==> config.mk <==
export PLATFORM = sky130hd
export DESIGN_NAME = demux2_sched
export DESIGN_NICKNAME = d
export VERILOG_FILES = /design/src/rtl/demux2_sched.sv
export SDC_FILE = /design/constraint.sdc
export NUM_CORES = 1
export LEC_CHECK = 0
export ABC_AREA = 0
export BUFFER_PORTS_ARGS = -buffer_cell sky130_fd_sc_hd__buf_4
export CAP_MARGIN = 20
export CORE_ASPECT_RATIO = 1.5
export CORE_MARGIN = 2
export CORE_UTILIZATION = 49
export DETAILED_ROUTE_END_ITERATION = 12
export PLACE_DENSITY = 0.88
export RECOVER_POWER = 25
export REMOVE_ABC_BUFFERS = 1
export SETUP_SLACK_MARGIN = 0.15
export SYNTH_ARGS = -nofsm -noshare
export SYNTH_HDL_FRONTEND = slang
export SYNTH_SLANG_ARGS = --single-unit
==> constraint.sdc <==
create_clock -name clk -period 3.1 [get_ports clk]
set_clock_uncertainty 0.05 [all_clocks]
set_input_delay 0.31 -clock clk [delete_from_list [all_inputs] [get_ports clk]]
set_output_delay 0.31 -clock clk [all_outputs]
set_load 0.02 [all_outputs]
==> src/rtl/demux2_sched.sv <==
// Registered 1-to-2 demultiplexer functional unit: steers one input stream to out0/out1,
// either by a per-cycle select (manual) or by an alternating len0/len1 schedule (auto).
module demux2_sched #(
  parameter int DATA_W = 32,
  parameter int CNT_W  = 16
) (
  input  logic              clk,
  input  logic              rst,
  input  logic              running,
  input  logic              run,
  input  logic [DATA_W-1:0] in0,
  input  logic              sel,
  input  logic              mode,
  input  logic [CNT_W-1:0]  len0,
  input  logic [CNT_W-1:0]  len1,
  output logic [DATA_W-1:0] out0,
  output logic [DATA_W-1:0] out1,
  output logic              valid0,
  output logic              valid1
);

  typedef enum logic [1:0] {
    ST_IDLE = 2'd0,
    ST_PH0  = 2'd1,
    ST_PH1  = 2'd2
  } state_t;

  state_t              r_state;
  logic [CNT_W-1:0]    r_cnt;
  logic                r_mode_q;
  logic [CNT_W-1:0]    r_len0_q;
  logic [CNT_W-1:0]    r_len1_q;
  logic [DATA_W-1:0]   r_out0;
  logic [DATA_W-1:0]   r_out1;
  logic                r_valid0;
  logic                r_valid1;

  logic                w_last0;
  logic                w_last1;
  state_t              w_start_state;

  // Phase lengths are never zero while in the matching phase, so len-1 cannot underflow there.
  assign w_last0 = (r_cnt == r_len0_q - CNT_W'(1));
  assign w_last1 = (r_cnt == r_len1_q - CNT_W'(1));

  assign w_start_state = (len0 != '0) ? ST_PH0 :
                         (len1 != '0) ? ST_PH1 : ST_IDLE;

  always_ff @(posedge clk or posedge rst) begin
    if (rst) begin
      r_state  <= ST_IDLE;
      r_cnt    <= '0;
      r_mode_q <= 1'b0;
      r_len0_q <= '0;
      r_len1_q <= '0;
      r_out0   <= '0;
      r_out1   <= '0;
      r_valid0 <= 1'b0;
      r_valid1 <= 1'b0;
    end else begin
      r_valid0 <= 1'b0;
      r_valid1 <= 1'b0;
      if (run) begin
        // The word presented with the start pulse is dropped on purpose.
        r_mode_q <= mode;
        r_len0_q <= len0;
        r_len1_q <= len1;
        r_cnt    <= '0;
        r_state  <= w_start_state;
      end else if (running) begin
        if (!r_mode_q) begin
          if (sel) begin
            r_out1   <= in0;
            r_valid1 <= 1'b1;
          end else begin
            r_out0   <= in0;
            r_valid0 <= 1'b1;
          end
        end else begin
          case (r_state)
            ST_PH0: begin
              r_out0   <= in0;
              r_valid0 <= 1'b1;
              if (w_last0) begin
                r_cnt <= '0;
                if (r_len1_q != '0) r_state <= ST_PH1;
              end else begin
                r_cnt <= r_cnt + CNT_W'(1);
              end
            end
            ST_PH1: begin
              r_out1   <= in0;
              r_valid1 <= 1'b1;
              if (w_last1) begin
                r_cnt <= '0;
                if (r_len0_q != '0) r_state <= ST_PH0;
              end else begin
                r_cnt <= r_cnt + CNT_W'(1);
              end
            end
            default: begin
              r_state <= ST_IDLE;
            end
          endcase
        end
      end
    end
  end

  assign out0   = r_out0;
  assign out1   = r_out1;
  assign valid0 = r_valid0;
  assign valid1 = r_valid1;

endmodule

==> flow_summary.toml <==
[synthesis]
synth_area_leaders = "dfrtp_1 48%, mux2_2 16%, xnor2_1 3.6%"
ys_ff_latch = 117
synth_area_leader_cell = "dfrtp_1"
ys.flop_type = "dfrtp_1"
synthesis.instances = 535
yosys_warnings = 0
synth_edf_count = 0
syn_area_um2 = 6080
synth_commonest_cells = "117 x dfrtp_1, 88 x mux2_2, 29 x clkbuf_1"
synthArstFlopShare_pct = 100
synth.distinct_cells = 58
yosysMostFrequentCell = "dfrtp_1"
seq_area_frac_synth_pct = 48.2
syn_avg_cell_area_um2 = 11.4
yosysTopAreaCellShare_pct = 48.2

[setup_path]
path_class = "reg2reg"
cp.arrival_ns = 3.16
critPathLaunch = "r_len0_q[5]"
end_kind = "register"
critPathMaxFanout = 6
reg2reg_to = "r_cnt[9]"
setup.reg_to_reg.worst_slack_ns = 0.18
required_ns = 3.34
reg2regPathDepth = 9
start_kind = "register"
reg2reg_from = "r_len0_q[5]"

[route]
drtPass1Iterations = 5
ant_nets = 0
via_per_inst = 6.08
vias = 5178
routedWlPerCell_um = 21.0
detail_route.wirelength_um = 17900
drc = 0
drt_iter0_drc = 571

[timing]
finalHoldViolations = 0
fin_crit_sh_pct = 94.3
maxSlewViolCount = 62
slew_headroom_pct = -54.9
setup_ws_ns = 0.176
fin_crit_ns = 2.92
rsz0062_at_grt = "true"
fin_tns_setup_ns = 0
setup_viol_count_final = 0
max_freq_mhz = 342
tightest_slew_ns = 2.32

[floorplanning]
core-area_um2 = 12100
fp-row-count = 49
io_pins = 136
fp.dieArea_um2 = 13300
start_util_pct = 50.3
dieHeight_um = 140
die_w_um = 94.9

[global_routing]
grt_pass1_vias = 5489
track_usage_pct = 27.6
grt_pass1_wl_um = 28400
grt_start_max_net_pins = 62
overflow = 0
antenna_found_initial = 0

[cells_and_area]
fin_nets = 759
diodes = 0
seq_area_um2 = 2930
drive_gt1_share_pct = 45.5
fin_area_um2 = 8110
nFillCells = 824
multi_input_area_um2 = 3060
syn_to_final_growth_pct = 33.3
fin_cells = 852

[clock_network]
clk_pin_slew_worst_paths_ns = 0.06
h-tree-depth = 4
cts.root.buffer_cell = "clkbuf_16"
cts_tree = "yes"
cts_buffers = 17
cts.sinks = 117
insertion_delay_ns = 0.41
clockBufferDepth = 2

[worst_hold_path]
hold-path-cell-count = 3
holdPathEnd = "r_len1_q[5]"
hold_path_class = "in2reg"
hold_start = "len1[5]"

[pwr]
ir_worst_vdd_uv = 510
total_leakage_power_nw = 3.60
power_density_nw_per_um2 = 641

[place]
place_hpwl_um = 12100
gp_congestion = 0.945
port_buffers = 135
place_inst = 809
placedInstanceArea_um2 = 7310
place_ws_ns = -0.121

[outcome]
violations = "max-capacitance violations, max-slew violations"
status = "finished with violations"

[flow_run]
maxCapViolCount = 1
## routing by layer
layer  global-route usage, %  wire length (µm)
met1                    31.5              6500
met2                    48.3              9310
met3                    6.62              1470
met4                    11.8               650
met5                       0                 0
## final cells by class
| cell class | count | share of cell area [%] |
|---|---|---|
| multi-input cells | 363 | 37.8 |
| flip-flops and latches | 117 | 36.1 |
| inverters | 21 | 0.972 |
| well taps | 153 | 2.36 |
| clock inverters | 14 | 2.04 |
| repair buffers | 166 | 15.4 |
| clock buffers | 18 | 5.29 |
## per-stage QoR
| step | hold WS (ns) | power (W) | util [%] |
|---|---|---|---|
| 3_3_place_gp | 0.435 | 0.00310 | 60.5 |
| 4_1_cts | 0.0134 | 0.00520 | 66.3 |
| 3_5_place_dp | 0.447 | 0.00316 | 60.5 |
| 6_report | 0.0674 | 0.00520 | 67.1 |
| 5_1_grt | 0.0774 | 0.00538 | 67.1 |
| 2_1_floorplan | 0.345 | 0.00259 | - |
## worst max-delay path by stage
stage                           end  slack, ns  depth (start not counted)
after floorplan             out0[0]      -0.63                          3
after global placement     r_cnt[6]       0.05                         10
after detailed placement  r_cnt[12]      -0.12                         10
after CTS                  r_cnt[6]       0.14                          9
after global routing       r_cnt[7]       0.11                         13
final                      r_cnt[9]       0.18                          9
## sequential cells by signal, summed over array words and instances, names as in the netlist
name,cells
out0,32
out1,32
r_cnt,16
r_len0_q,16
r_len1_q,16
r_state,2
r_mode_q,1
valid0,1
valid1,1
## worst max-delay path, stage by stage, from the launching register on
cell and delay, ns:
dfrtp_2 0.43, or4_4 0.50, or4_4 0.51, xnor2_2 0.16, o31ai_2 0.11, nor4b_4 0.27, buf_6 0.17, o22a_4 0.19
nor4b_2 0.06, a211o_1 0.33
## power breakdown
group          internal (W)  total (W)  switching (W)
combinational      0.000598    0.00124       0.000644
clock               0.00121    0.00200       0.000791
sequential          0.00177    0.00196       0.000194
total               0.00357    0.00520        0.00163
## layout by cell type (no fill, tap or decap), drive strengths merged, types with 3 or more instances in the layout
master,Yosys,routed
or4,4,4
clkbuf,29,20
nor4b,8,8
nor3,17,17
xor2,12,12
a211oi,8,8
nand3,12,12
nand2b,4,4
nor3b,3,3
inv,21,29
nand2,21,21
ha,3,3
o21ai,19,19
dfrtp,117,117
and3,11,11
nor2b,8,8
a211o,8,8
mux2,88,88
a22o,3,3
buf,7,164
a31o,3,3
nor2,14,14
nand4,10,10
o22a,5,7
and4,4,4
xnor2,25,25
a31oi,3,3
nor4,23,23
a21oi,6,6
or3,3,3
a21o,7,7
## repair_timing
item | in CTS | in global routing
setup endpoints to repair | 17 | 17
pin swaps | 6 | 8
setup buffers | 4 | 5
hold buffers | 0 | 0
gates cloned | 2 | 0
resized for setup | 10 | 15
hold endpoints to repair | 0 | 0
## cell families (layout without fill, tap and decap cells)
logic type | after synthesis | in the layout | synth area share [%]
fa+ha+maj | 3 | 3 | 0.617
buf+inv | 57 | 219 | 3.91
xor+xnor | 38 | 38 | 5.72
flops | 117 | 117 | 48.2
mux | 88 | 88 | 16.3
compound gates | 83 | 85 | 10.0
simple gates | 149 | 149 | 15.3
(Power assumes the default switching activity.)
